## src/rtl/c64_bus_pkg.sv

```systemverilog
// c64_bus_pkg: shared arbiter state encoding and fixed master indices for the C64 system bus
package c64_bus_pkg;
  typedef enum logic [1:0] {
    ST_NORMAL  = 2'd0,
    ST_BA_LEAD = 2'd1,
    ST_STOLEN  = 2'd2
  } state_t;
  localparam int M_VIC = 0;
  localparam int M_CPU = 1;
  localparam int M_DMA = 2;
endpackage

```

## src/rtl/c64_phi_gen.sv

```systemverilog
// c64_phi_gen: divides dot_clk into phi cycles and pre-decodes the half-cycle boundaries
// Ports: i_dot_clk/i_res_n clock and async active-low reset; o_phi2 high in phase 2;
// o_p1_start/o_p2_start high on the dot whose closing edge opens phase 1/phase 2;
// o_last_next high on the dot whose closing edge enters the last dot of a half.
module c64_phi_gen #(
  parameter int DOTS_PER_PHI = 8
) (
  input  logic i_dot_clk,
  input  logic i_res_n,
  output logic o_phi2,
  output logic o_p1_start,
  output logic o_p2_start,
  output logic o_last_next
);
  localparam int CW = $clog2(DOTS_PER_PHI);
  localparam int H = DOTS_PER_PHI / 2;
  logic [CW-1:0] r_cnt;
  always_ff @(posedge i_dot_clk or negedge i_res_n)
    if (!i_res_n) r_cnt <= '0;
    else r_cnt <= (r_cnt == CW'(DOTS_PER_PHI - 1)) ? '0 : r_cnt + CW'(1);
  // Strobes look one dot ahead so registered consumers change exactly on the boundary.
  assign o_phi2 = r_cnt >= CW'(H);
  assign o_p1_start = r_cnt == CW'(DOTS_PER_PHI - 1);
  assign o_p2_start = r_cnt == CW'(H - 1);
  assign o_last_next = (r_cnt == CW'(H - 2)) || (r_cnt == CW'(DOTS_PER_PHI - 2));
endmodule

```

## src/rtl/c64_bus_arbiter.sv

```systemverilog
// c64_bus_arbiter: N-master C64 system-bus arbiter with phi phasing and VIC cycle stealing
// Ports: i_dot_clk/i_res_n clock and async active-low reset; i_req/i_we/i_addr/i_wdata are
// per-master requests (packed, master i at [i*W +: W]); i_steal_req asks for phase 2 for the
// video master; i_bus_rdata is decoded read data. o_bus_addr/o_bus_we/o_bus_wdata carry the
// registered owner's access; o_grant is the one-hot owner; o_ack is a 1-dot completion pulse;
// o_rdata holds read data latched at ack; o_phi2/o_ba/o_aec are the 6510-style bus phases.
module c64_bus_arbiter
  import c64_bus_pkg::*;
#(
  parameter int N_MASTERS    = 3,
  parameter int ADDR_W       = 16,
  parameter int DATA_W       = 8,
  parameter int DOTS_PER_PHI = 8,
  parameter int RR_MODE      = 0,
  parameter int BA_LEAD      = 3
) (
  input  logic                        i_dot_clk,
  input  logic                        i_res_n,
  input  logic [N_MASTERS-1:0]        i_req,
  input  logic [N_MASTERS-1:0]        i_we,
  input  logic [N_MASTERS*ADDR_W-1:0] i_addr,
  input  logic [N_MASTERS*DATA_W-1:0] i_wdata,
  input  logic                        i_steal_req,
  input  logic [DATA_W-1:0]           i_bus_rdata,
  output logic [ADDR_W-1:0]           o_bus_addr,
  output logic                        o_bus_we,
  output logic [DATA_W-1:0]           o_bus_wdata,
  output logic [N_MASTERS-1:0]        o_grant,
  output logic [N_MASTERS-1:0]        o_ack,
  output logic [DATA_W-1:0]           o_rdata,
  output logic                        o_phi2,
  output logic                        o_ba,
  output logic                        o_aec
);
  localparam int PW = $clog2(N_MASTERS);
  localparam int BW = $clog2(BA_LEAD + 1) + 1;
  logic w_phi2, w_p1_start, w_p2_start, w_last_next;
  state_t r_st, w_st_nx;
  logic [BW-1:0] r_ba_cnt, w_ba_cnt_nx;
  logic [PW-1:0] r_ptr, w_ptr_nx, w_win, w_j;
  logic w_found;
  logic [N_MASTERS-1:0] r_grant, r_ack, w_elig, w_onehot, w_p2_grant, w_next_grant;
  logic [ADDR_W-1:0] r_bus_addr, w_sel_addr;
  logic [DATA_W-1:0] r_bus_wdata, w_sel_wdata, r_rdata;
  logic r_bus_we, w_sel_we;

  c64_phi_gen #(.DOTS_PER_PHI(DOTS_PER_PHI)) u_phi (
    .i_dot_clk  (i_dot_clk),
    .i_res_n    (i_res_n),
    .o_phi2     (w_phi2),
    .o_p1_start (w_p1_start),
    .o_p2_start (w_p2_start),
    .o_last_next(w_last_next)
  );

  always_ff @(posedge i_dot_clk or negedge i_res_n)
    if (!i_res_n) begin
      r_st <= ST_NORMAL;
      r_ba_cnt <= '0;
    end else begin
      r_st <= w_st_nx;
      r_ba_cnt <= w_ba_cnt_nx;
    end

  // Steal sequencing advances only on the phase-1 boundary; r_ba_cnt counts down the
  // phi cycles of warning and the steal begins when it would reach 1.
  always_comb begin
    w_st_nx = r_st;
    w_ba_cnt_nx = r_ba_cnt;
    if (w_p1_start)
      case (r_st)
        ST_NORMAL: if (i_steal_req) begin
          w_st_nx = (BA_LEAD == 1) ? ST_STOLEN : ST_BA_LEAD;
          w_ba_cnt_nx = BW'(BA_LEAD);
        end
        ST_BA_LEAD: begin
          w_st_nx = !i_steal_req ? ST_NORMAL : (r_ba_cnt <= BW'(2)) ? ST_STOLEN : ST_BA_LEAD;
          w_ba_cnt_nx = r_ba_cnt - BW'(1);
        end
        ST_STOLEN: w_st_nx = i_steal_req ? ST_STOLEN : ST_NORMAL;
        default: w_st_nx = ST_NORMAL;
      endcase
  end

  always_comb begin
    o_ba = r_st == ST_NORMAL;
    o_aec = w_phi2 & (|r_grant[N_MASTERS-1:M_CPU]);
  end

  // During the BA warning only writes may start: the 6510 cannot be halted mid-write.
  always_comb begin
    w_elig = i_req & ((r_st == ST_BA_LEAD) ? i_we : '1);
    w_elig[M_VIC] = 1'b0;
    w_found = 1'b0;
    w_win = PW'(M_CPU);
    w_j = PW'(M_CPU);
    for (int k = 0; k < N_MASTERS - 1; k++) begin
      w_j = (RR_MODE != 0) ? PW'((int'(r_ptr) + k - 1) % (N_MASTERS - 1) + 1) : PW'(k + 1);
      if (!w_found && w_elig[w_j]) begin
        w_found = 1'b1;
        w_win = w_j;
      end
    end
    w_onehot = '0;
    w_onehot[w_win] = w_found;
    w_p2_grant = (r_st == ST_STOLEN) ? {{(N_MASTERS-1){1'b0}}, i_req[M_VIC]} : w_onehot;
    w_next_grant = w_p1_start ? {{(N_MASTERS-1){1'b0}}, i_req[M_VIC]} : w_p2_grant;
    w_ptr_nx = (w_p2_start && r_st != ST_STOLEN && w_found) ?
               ((w_win == PW'(N_MASTERS - 1)) ? PW'(1) : w_win + PW'(1)) : r_ptr;
  end

  // Idle bus parks on the video master's address with writes off and data held.
  always_comb begin
    w_sel_addr = i_addr[M_VIC*ADDR_W +: ADDR_W];
    w_sel_we = 1'b0;
    w_sel_wdata = r_bus_wdata;
    for (int i = 0; i < N_MASTERS; i++)
      if (w_next_grant[i]) begin
        w_sel_addr = i_addr[i*ADDR_W +: ADDR_W];
        w_sel_we = i_we[i];
        w_sel_wdata = i_wdata[i*DATA_W +: DATA_W];
      end
  end

  always_ff @(posedge i_dot_clk or negedge i_res_n)
    if (!i_res_n) begin
      r_grant <= '0;
      r_ack <= '0;
      r_rdata <= '0;
      r_bus_addr <= '0;
      r_bus_we <= 1'b0;
      r_bus_wdata <= '0;
      r_ptr <= PW'(1);
    end else begin
      if (w_p1_start || w_p2_start) begin
        r_grant <= w_next_grant;
        r_bus_addr <= w_sel_addr;
        r_bus_we <= w_sel_we;
        r_bus_wdata <= w_sel_wdata;
      end
      r_ack <= w_last_next ? r_grant : '0;
      if (w_last_next && |r_grant) r_rdata <= i_bus_rdata;
      r_ptr <= w_ptr_nx;
    end

  assign o_grant = r_grant;
  assign o_ack = r_ack;
  assign o_rdata = r_rdata;
  assign o_bus_addr = r_bus_addr;
  assign o_bus_we = r_bus_we;
  assign o_bus_wdata = r_bus_wdata;
  assign o_phi2 = w_phi2;
endmodule

```

## config.mk

```make
export PLATFORM = sky130hd
export DESIGN_NAME = c64_bus_arbiter
export DESIGN_NICKNAME = d
export VERILOG_FILES = /design/src/rtl/c64_bus_pkg.sv /design/src/rtl/c64_phi_gen.sv /design/src/rtl/c64_bus_arbiter.sv
export SDC_FILE = /design/constraint.sdc
export NUM_CORES = 1
export LEC_CHECK = 0
export CAP_MARGIN = 30
export CORE_MARGIN = 3
export CORE_UTILIZATION = 36
export DETAILED_ROUTE_END_ITERATION = 10
export PLACE_DENSITY_LB_ADDON = 0.15
export SKIP_LAST_GASP = 1
export SLEW_MARGIN = 0
export SYNTH_ARGS = -nofsm -noshare
export SYNTH_HDL_FRONTEND = slang
export SYNTH_SLANG_ARGS = --single-unit
export TNS_END_PERCENT = 30
```

## constraint.sdc

```tcl
create_clock -name i_dot_clk -period 1.9 [get_ports i_dot_clk]
set_input_delay 0.57 -clock i_dot_clk [delete_from_list [all_inputs] [get_ports i_dot_clk]]
set_output_delay 0.57 -clock i_dot_clk [all_outputs]
set_load 0.02 [all_outputs]
```

### Word-level counts from Yosys, hierarchy flattened

Cells that the tools add are included.

* memories: 0
* bits in writable memories: 0
* output and inout port bits: 42
* bits of input ports: 89
* bits in read-only memories: 0
* bits in latches: 0
* flip-flop bits (word level): 47
* logic and storage cells: 64

* eq/ne operators: 7
* multiply operators: 0
* multiplexer cells: 25
* add/sub/neg operators: 2
* shift operators: 0
* reductions and logical operators: 14
* magnitude comparators: 4
* bitwise operators: 3
* divide/modulo/power cells: 0

Operators with widths (count)
* 2-to-1 mux 16 bit: 2
* 2-to-1 mux 8 bit: 3
* 2-to-1 mux 3 bit: 6
* 2-to-1 mux 2 bit: 5
* bitwise AND 3 bit: 2
* == test 3 x 2 -> 1 bit, second input constant: 2
* == test 3 bit, second input constant: 2
* 2-to-1 mux 1 bit: 6
* one-hot mux 2 bit (3 select lines): 1
* one-hot mux 3 bit (2 select lines): 1
* AND reduction 2 bit: 2
* adder 3 x 1 -> 3 bit, second input constant: 1
* greater-or-equal comparator 3 bit, second input constant: 1
* <= comparator 3 x 2 -> 1 bit, second input constant: 1
* logical AND 1 bit: 3
* < comparator 2 x 3 -> 1 bit, second input constant: 1
* AND reduction 3 bit: 1
* nonzero test 3 bit: 1
* OR reduction 3 bit: 1
* subtractor 3 x 1 -> 3 bit, second input constant: 1
* demux 1 bit (select 2 bit): 1
* == test 2 x 1 -> 1 bit, second input constant: 1
* == test 2 bit, second input constant: 1
* greater-or-equal comparator 2 x 1 -> 1 bit, second input constant: 1
* 7 further kinds: 8

### Longest topological paths before layout

Gate-level depths: netlist (run 1).

* depth after elaboration: 17
* gate-level depth with buffers: 8

### Modules after synthesis

A second synthesis (run 1) with hierarchy kept.

* cells, all modules: 246
* area, all modules: 2585.0 µm²

By module, submodules not included
* c64_bus_arbiter: cells an instance 230, instances 1, area an instance 2414.8 µm²
* c64_phi_gen: cells an instance 16, instances 1, area an instance 170.2 µm²

### Worst setup path before layout (run 1)

No wires, ideal clock.

* kind: register to register
* start: register u_phi.r_cnt[0]
* end: register r_bus_addr[12], in the netlist o_bus_addr[12]
* path buffers: 3
* library setup time: 129 ps
* setup slack: -179 ps
* data arrival time: 1950 ps
* stages on the path, launching flop included: 9
* clock period less this slack: 2079 ps
* cell sequence: dfrtp_1 ha_1 ha_1 clkbuf_1 nor4bb_1 buf_2 buf_2 mux2i_1 o21ai_0

* word-level cells in the longest chain between the ends: 4

RTL lines
* start, declared: line c64_phi_gen.sv:17 `logic [CW-1:0] r_cnt;`
* start signal, assigned: line c64_phi_gen.sv:20 `else r_cnt <= (r_cnt == CW'(DOTS_PER_PHI - 1)) ? '0 : r_cnt + CW'(1);`
* == test 3 bit: line c64_phi_gen.sv:23 `assign o_p1_start = r_cnt == CW'(DOTS_PER_PHI - 1);`
* 2-to-1 mux 3 bit: line c64_bus_arbiter.sv:107 `w_next_grant = w_p1_start ? {{(N_MASTERS-1){1'b0}}, i_req[M_VIC]} : w_p2_grant;`
* 2-to-1 mux 16 bit (2 in series): line c64_bus_arbiter.sv:118 `if (w_next_grant[i]) begin`
* end signal, assigned: line c64_bus_arbiter.sv:137 `r_bus_addr <= w_sel_addr;`
* end, declared: line c64_bus_arbiter.sv:43 `logic [ADDR_W-1:0] r_bus_addr, w_sel_addr;`

Several ways; a longest one is shown, not always the timed one.
A chain may end at the register's enable or synchronous reset.

### Final worst setup path (run 1)

* start: input port i_req[1]
* end: register r_bus_addr[7], in the netlist o_bus_addr[7]

* word-level cells in the longest chain between the ends: 14

RTL lines
* start, declared: line c64_bus_arbiter.sv:19 `input logic [N_MASTERS-1:0] i_req,`
* bitwise AND 3 bit *: line c64_bus_arbiter.sv:92 `w_elig = i_req & ((r_st == ST_BA_LEAD) ? i_we : '1);`
* 2-to-1 mux 1 bit *: line c64_bus_arbiter.sv:99 `if (!w_found && w_elig[w_j]) begin`
* logical NOT 1 bit: line c64_bus_arbiter.sv:99
* logical AND 1 bit: line c64_bus_arbiter.sv:99
* 2-to-1 mux 2 bit: line c64_bus_arbiter.sv:99
* < comparator 2 x 3 -> 1 bit (not written as such) or greater-or-equal comparator 2 x 1 -> 1 bit (tied branches): line c64_bus_arbiter.sv:105 `w_onehot[w_win] = w_found;`
* logical AND 1 bit (not written as such): line c64_bus_arbiter.sv:105
* 2-to-1 mux 1 bit (not written as such): line c64_bus_arbiter.sv:105
* demux 1 bit (select 2 bit): line c64_bus_arbiter.sv:105
* bitwise AND 3 bit (no line) *
* 2-to-1 mux 3 bit *: line c64_bus_arbiter.sv:106 `w_p2_grant = (r_st == ST_STOLEN) ? {{(N_MASTERS-1){1'b0}}, i_req[M_VIC]} : w_onehot;`
* 2-to-1 mux 3 bit *: line c64_bus_arbiter.sv:107
* 2-to-1 mux 16 bit: line c64_bus_arbiter.sv:118
* 2-to-1 mux 16 bit *: line c64_bus_arbiter.sv:118

Every way passes the cells marked *; elsewhere a longest branch is shown, timed or not.

==> impl_metrics.py, run 1 <==
metrics = {
    "run_status": {
        "outcome": "finished with violations",
        "failed_checks": "negative setup slack",
    },
    "clock_network": {
        "cts_hold_repair.buffers": 0,
        "ctsRootBufferMaster": "sky130_fd_sc_hd__clkbuf_8",
        "cts_tree": "yes",
        "maximum_count_of_clock_buffers_along_a_single_path": 2,
        "numClockSinks": 47,
        "numCtsBuffers": 5,
        "htree_num_levels": 2,
        "clock_pin_slew_on_the_worst_setup_and_hold_paths_ps": 90,
        "insertion_delay_ps": 300,
    },
    "yosys": {
        "synthTopCellsByArea": "sky130_fd_sc_hd__dfrtp_1 (46%), sky130_fd_sc_hd__mux2i_1 (9.5%), sky130_fd_sc_hd__a31oi_1 (6.4%)",
        "netlist_area_sq_mm": 0.00253,
        "synth_edf_count": 0,
        "yosys.cell_types.count": 37,
        "synth_top_area_cell": "sky130_fd_sc_hd__dfrtp_1",
        "synth-async-reset-ratio_pct": 100,
        "synth_top_area_share_pct": 46.4,
        "synth_fp_nets": 332,
        "synth-main-ff-cell": "sky130_fd_sc_hd__dfrtp_1",
        "synth.ff_latch_count": 47,
        "syn-instance-count": 236,
        "synth-seq-area-share_pct": 46.4,
        "synth_area_per_cell_sq_um": 10.7,
        "yosys_warnings": 0,
    },
    "worst_setup_path": {
        "worst_ep_required_time_ps": 2080,
        "crit_reg_reg_endpoint": "o_bus_addr[7]",
        "endpoint": "o_bus_addr[7]",
        "cp-start-kind": "input pin",
        "critical_path.reg2reg.startpoint": "u_phi.r_cnt[1]",
        "critical_path_peak_fanout": 7,
        "reg2reg_depth": 7,
        "critical_path_end_type": "register",
        "timing_worst_setup_path_type": "input pin to register",
        "endpoint_arrival_time_on_the_critical_path_ps": 2130,
        "timing.reg2reg.setup_slack_ps": -30,
        "timing.critical_path.from": "i_req[1]",
    },
    "sta": {
        "worst_pin_slew_ps": 505,
        "final_hold_viol_count": 0,
        "slew_headroom_pct": 66.4,
        "final.setup.worst_slack_ps": -52.1,
        "layout_worst_path_cycle_share_pct": 103,
        "period_minus_slack_ps": 1950,
        "clock.fmax_mhz": 512,
        "finalSetupViolCount": 22,
        "report.final.slew_viol_count": 0,
        "rsz0062_at_grt": "true",
        "clock_skew_after_layout_ps": 5.86,
    },
    "pwr": {
        "powerDensity_mw_per_mm2": 630,
        "clock_power_share_pct": 22.2,
        "p_int_mw": 1.94,
        "net_switching_share_of_the_total_power_pct": 30.2,
        "comb_power_share_pct": 36.0,
        "ir_worst_vdd_mv": 0.305,
        "power_frac_seq_pct": 41.8,
        "power_leakage_nw": 1.84,
        "p_sw_mw": 0.839,
    },
    "global_routing": {
        "grt_util_all_layers_pct": 18.4,
        "pin_count_of_the_biggest_net_entering_global_routing": 27,
        "grt_pass1_vias": 2413,
        "grt_first_pass_wirelength_microns": 12300,
        "global_route_overflow": 0,
        "number_of_antenna_violations_at_the_first_check_in_global_routing": 0,
    },
    "routing": {
        "drt-pass1-iter-count": 4,
        "route.vias.total": 2385,
        "dr.first_iter.drc_count": 48,
        "postRouteAntennaNets": 0,
        "wl_microns": 7550,
        "detail_route.vias_per_cell": 4.99,
        "wire_per_inst_microns": 15.8,
        "remaining_drc_errors": 0,
    },
    "cells_and_area": {
        "n_antenna_cell": 0,
        "syn_to_final_growth_pct": 73.9,
        "layout.cells.most_common": "sky130_fd_sc_hd__clkdlybuf4s50_1",
        "final_cell_mix": "sky130_fd_sc_hd__clkdlybuf4s50_1 (126), sky130_fd_sc_hd__dfrtp_1 (46), sky130_fd_sc_hd__a31oi_1 (26), sky130_fd_sc_hd__nor2b_1 (25), sky130_fd_sc_hd__buf_4 (18)",
        "fraction_of_the_core_area_covered_by_cells_at_the_end_of_the_flow_pct": 67.0,
        "drive_above_1_share_pct": 19.0,
        "design.final.nets": 480,
    },
    "place": {
        "placement.io_buffers": 130,
        "preCtsSetupSlack_ps": -562,
        "dp_hpwl_microns": 5640,
        "place_congestion": 0.731,
    },
    "run": {
        "drv.max_cap_violation_count": 0,
    },
    "die": {
        "dieWidth_microns": 89.9,
        "io-pin-count": 131,
        "floorplan.core_area_sq_mm": 0.00657,
        "die-area_sq_mm": 0.00808,
        "initial_utilization_pct": 38.6,
        "dieHeight_microns": 89.9,
        "core.rowCount": 29,
    },
    "worst_hold_path": {
        "type_of_the_worst_min_delay_path": "input pin to async pin",
    },
}
[how the worst min path moves through the flow]
stage / startpoint / to / cells past startpoint / slack (ps)
floorplan: i_res_n / o_ack[0] / 0 / 270
global placement: r_ba_cnt[2] / r_ba_cnt[2] / 1 / 490
detailed placement: o_rdata[7] / o_rdata[7] / 1 / 490
CTS: i_res_n / o_rdata[6] / 1 / 230
global route: i_res_n / o_rdata[6] / 1 / 240
finish: i_res_n / o_rdata[6] / 1 / 220
[through the flow]
stage	total power [mW]	setup TNS, ps	area [sq um]	hold WS, ps	instances
5_1_grt	2.93	-2240	4400	240	478
3_3_place_gp	2.06	-13130	4090	486	462
2_1_floorplan	1.61	-44.5	2590	274	236
4_1_cts	2.76	-998	4310	231	476
6_report	2.78	-326	4400	221	478
3_5_place_dp	2.08	-13680	4090	492	462
[cell usage after synthesis, drive strengths merged (2+ instances only)]
| cell | instances |
|---|---|
| dfrtp | 47 |
| and2 | 3 |
| a21oi | 2 |
| clkbuf | 9 |
| inv | 8 |
| o21ai | 20 |
| ha | 7 |
| nand2 | 12 |
| o221ai | 8 |
| mux2 | 10 |
| nor2 | 5 |
| buf | 8 |
| a22o | 2 |
| o21a | 3 |
| mux2i | 24 |
| nor2b | 26 |
| a31oi | 26 |
[kinds of logic (layout without fill, tap and decap cells)]
family          Yosys count  after routing  synth area share [%]
compound gates           69             69                  18.9
fa+ha+maj                 7              7                  3.46
buf+inv                  25            174                  4.89
flops                    47             47                  46.4
mux                      34             34                  13.9
simple gates             54             54                  12.4
[critical path, cell delays in order]
cell	delay (ps)
sky130_fd_sc_hd__clkdlybuf4s50_1	500
sky130_fd_sc_hd__nor4bb_4	280
sky130_fd_sc_hd__buf_4	180
sky130_fd_sc_hd__bufbuf_16	270
sky130_fd_sc_hd__mux2i_2	220
sky130_fd_sc_hd__o21ai_0	100
[timing repair]
item / CTS / global route
gates cloned: 2 / 1
endpoints found under the setup margin: 30 / 47
pin swaps: 9 / 3
resized for setup: 17 / 19
setup buffers: 4 / 1
[registers in the layout, summed over array words and instances, names as in the netlist, 2 cells and up]
name	flops
o_rdata	8
o_grant	3
o_bus_addr	16
r_st	2
o_ack	3
o_bus_wdata	8
u_phi.r_cnt	3
r_ba_cnt	3
[layout make-up]
class | count | area (sq um)
fillers | 537 | 2160
repair buffers | 158 | 1610
multi-input cells | 164 | 1380
flip-flops and latches | 47 | 1180
well taps | 93 | 116
clock buffers | 5 | 68.8
inverters | 8 | 30.0
clock inverters | 3 | 25.0
[power groups by stage]
| stage | Sequential, mW | Clock [mW] | Combinational [mW] |
|---|---|---|---|
| finish | 1.16 | 0.615 | 1.00 |
| global route | 1.18 | 0.686 | 1.07 |
| CTS | 1.16 | 0.633 | 0.965 |
| detailed placement | 1.18 | 0 | 0.901 |
| global placement | 1.18 | 0 | 0.885 |
| floorplan | 1.26 | 0 | 0.344 |
[per-layer routing]
layer / vias to the layer above / track usage [%] / wire length [microns]
met5: - / 0 / 0
met4: 0 / 3.06 / 25
met3: 2 / 4.67 / 461
met2: 95 / 30.6 / 3670
met1: 1129 / 24.8 / 3390
li1: 1159 / - / -
(Power assumes the default switching activity.)
==> run 2: changes to the inputs <==
--- a/config.mk
+++ b/config.mk
@@ -10,6 +10,8 @@
 export CORE_UTILIZATION = 36
 export DETAILED_ROUTE_END_ITERATION = 10
 export PLACE_DENSITY_LB_ADDON = 0.15
+export REMOVE_ABC_BUFFERS = 1
+export SETUP_SLACK_MARGIN = 0.5
 export SKIP_LAST_GASP = 1
 export SLEW_MARGIN = 0
 export SYNTH_ARGS = -nofsm -noshare
==> impl_metrics.py, run 2 (synthesis gave the netlist of run 1 again) <==
metrics = {
    "routing": {
        "detail_route.vias_per_cell": 5.05,
        "postRouteAntennaNets": 0,
        "dr.first_iter.drc_count": 54,
        "drt-pass1-iter-count": 4,
        "route.vias.total": 2474,
        "wl_microns": 7810,
        "wire_per_inst_microns": 15.9,
        "remaining_drc_errors": 0,
    },
    "place": {
        "dp_hpwl_microns": 5520,
        "placement.io_buffers": 130,
        "dpl.cell_count": 467,
        "place_congestion": 0.781,
        "dpl_cell_area_sq_mm": 0.00413,
        "preCtsSetupSlack_ps": -581,
    },
    "cells_and_area": {
        "syn_to_final_growth_pct": 81.2,
        "largest_register_ffs": 16,
        "finalInstanceArea_sq_mm": 0.00459,
        "fraction_of_the_core_area_covered_by_cells_at_the_end_of_the_flow_pct": 69.9,
        "final_cell_mix": "sky130_fd_sc_hd__clkdlybuf4s50_1 (126), sky130_fd_sc_hd__dfrtp_1 (47), sky130_fd_sc_hd__nor2b_1 (26), sky130_fd_sc_hd__a31oi_1 (25), sky130_fd_sc_hd__buf_4 (19)",
        "drive_above_1_share_pct": 23.4,
        "layout.cells.most_common": "sky130_fd_sc_hd__clkdlybuf4s50_1",
        "n_antenna_cell": 0,
        "design.final.nets": 492,
        "final_cell_count_no_fill": 490,
    },
    "sta": {
        "clock.fmax_mhz": 497,
        "finalSetupViolCount": 31,
        "slew_headroom_pct": 65.2,
        "clock_skew_after_layout_ps": 5.37,
        "worst_hold_slack_ps": 242,
        "layout_worst_path_cycle_share_pct": 106,
        "rsz0062_at_grt": "true",
        "fin_tns_setup_ps": -1540,
        "worst_pin_slew_ps": 523,
        "period_minus_slack_ps": 2010,
        "report.final.slew_viol_count": 0,
        "final.setup.worst_slack_ps": -111,
        "final_hold_viol_count": 0,
    },
    "run_status": {
        "failed_checks": "negative setup slack",
        "outcome": "finished with violations",
    },
    "clock_network": {
        "insertion_delay_ps": 300,
        "ctsRootBufferMaster": "sky130_fd_sc_hd__clkbuf_8",
        "maximum_count_of_clock_buffers_along_a_single_path": 2,
        "cts_tree": "yes",
        "numClockSinks": 47,
        "htree_num_levels": 2,
        "clock_pin_slew_on_the_worst_setup_and_hold_paths_ps": 80,
        "numCtsBuffers": 5,
    },
    "worst_setup_path": {
        "worst_path_largest_cell_delay_ps": 400,
        "reg2reg_depth": 8,
        "critical_path_most_common_cell": "sky130_fd_sc_hd__buf_6",
        "critical_path_peak_fanout": 6,
        "critical-path-slowest-cell": "sky130_fd_sc_hd__dfrtp_1",
        "worst_ep_required_time_ps": 2070,
        "critical_path.cell_chain": "ha_2 -> ha_4 -> buf_6 -> nor4bb_4 -> buf_6 -> buf_12 -> mux2i_1 -> o221ai_1",
        "critical_path_end_type": "register",
        "timing_worst_setup_path_type": "register to register",
        "cp-start-kind": "register",
        "endpoint_arrival_time_on_the_critical_path_ps": 2180,
    },
    "pwr": {
        "total_power_mw": 2.81,
        "ir_worst_vdd_mv": 0.317,
        "power_leakage_nw": 1.91,
        "powerDensity_mw_per_mm2": 612,
    },
    "die": {
        "initial_utilization_pct": 38.6,
        "io-pin-count": 131,
        "die-area_sq_mm": 0.00808,
        "dieWidth_microns": 89.9,
        "floorplan.core_area_sq_mm": 0.00657,
        "dieHeight_microns": 89.9,
        "core.rowCount": 29,
    },
    "global_routing": {
        "grt_util_all_layers_pct": 18.4,
        "pin_count_of_the_biggest_net_entering_global_routing": 48,
        "number_of_antenna_violations_at_the_first_check_in_global_routing": 0,
        "grt_first_pass_wirelength_microns": 12400,
        "grt_pass1_vias": 2624,
        "global_route_overflow": 0,
    },
    "worst_hold_path": {
        "type_of_the_worst_min_delay_path": "input pin to async pin",
    },
    "run": {
        "drv.max_cap_violation_count": 0,
    },
}
run 2: cell count changes in the layout (fill, tap and decap cells not counted), moves of 2 or more:
cell	before	now
sky130_fd_sc_hd__o21ai_0	7	10
sky130_fd_sc_hd__buf_12	4	7
sky130_fd_sc_hd__mux2i_2	5	7
sky130_fd_sc_hd__nand2_4	0	4
sky130_fd_sc_hd__nand2_1	11	3
sky130_fd_sc_hd__clkinv_4	2	0
sky130_fd_sc_hd__o21ai_1	13	10
sky130_fd_sc_hd__nand2_2	0	5
sky130_fd_sc_hd__clkbuf_1	0	2
sky130_fd_sc_hd__buf_6	3	10
run 2: critical path: cells and delay by family, from the launching register on:
kind | cells | cell delay (ps)
flops | 1 | 400
buf+inv | 3 | 430
simple gates | 1 | 290
compound gates | 1 | 150
mux | 1 | 230
fa+ha+maj | 2 | 370
run 2: per-layer routing:
layer	vias to the layer above	wire [microns]	part of all wire (%)	GRT usage [%]
met1	1190	3270	42	22.9
met4	0	89	1.1	5.48
met3	9	520	6.7	4.76
li1	1180	-	-	-
met5	-	0	0	0
met2	95	3930	50	31.6
run 2: layout make-up:
| cell class | instances | area (sq um) |
|---|---|---|
| Multi-Input combinational cell | 164 | 1420 |
| Clock buffer | 7 | 76.3 |
| Clock inverter | 1 | 5.00 |
| Timing Repair Buffer | 170 | 1760 |
| Sequential cell | 47 | 1180 |
| Fill cell | 524 | 1980 |
| Tap cell | 93 | 116 |
| Inverter | 8 | 30.0 |
run 2: where the power goes:
group	internal [mW]	leakage [nW]	switching [mW]	total [mW]
clock	0.259	0.0422	0.329	0.588
sequential	1.10	0.555	0.0745	1.17
combinational	0.604	1.31	0.442	1.05
total	1.96	1.91	0.845	2.81
run 2: repair_timing:
item	4_1_cts	5_1_grt
setup endpoints to repair	83	83
gates resized for setup	31	31
gates cloned	1	2
hold buffers	0	0
buffers inserted	7	5
pin swaps	18	10
run 2: final timing paths:
| path | start | end | slack, ps |
|---|---|---|---|
| worst max-delay path | u_phi.r_cnt[0] | o_bus_wdata[4] | -110 |
| worst min-delay path | i_res_n | r_ba_cnt[1] | 240 |
| worst max register to register | u_phi.r_cnt[0] | o_bus_wdata[4] | -110 |
| worst min register to register | o_rdata[7] | o_rdata[7] | 510 |
| max in group asynchronous | i_res_n | o_rdata[6] | 1440 |
| min in group i_dot_clk | o_rdata[7] | o_rdata[7] | 510 |
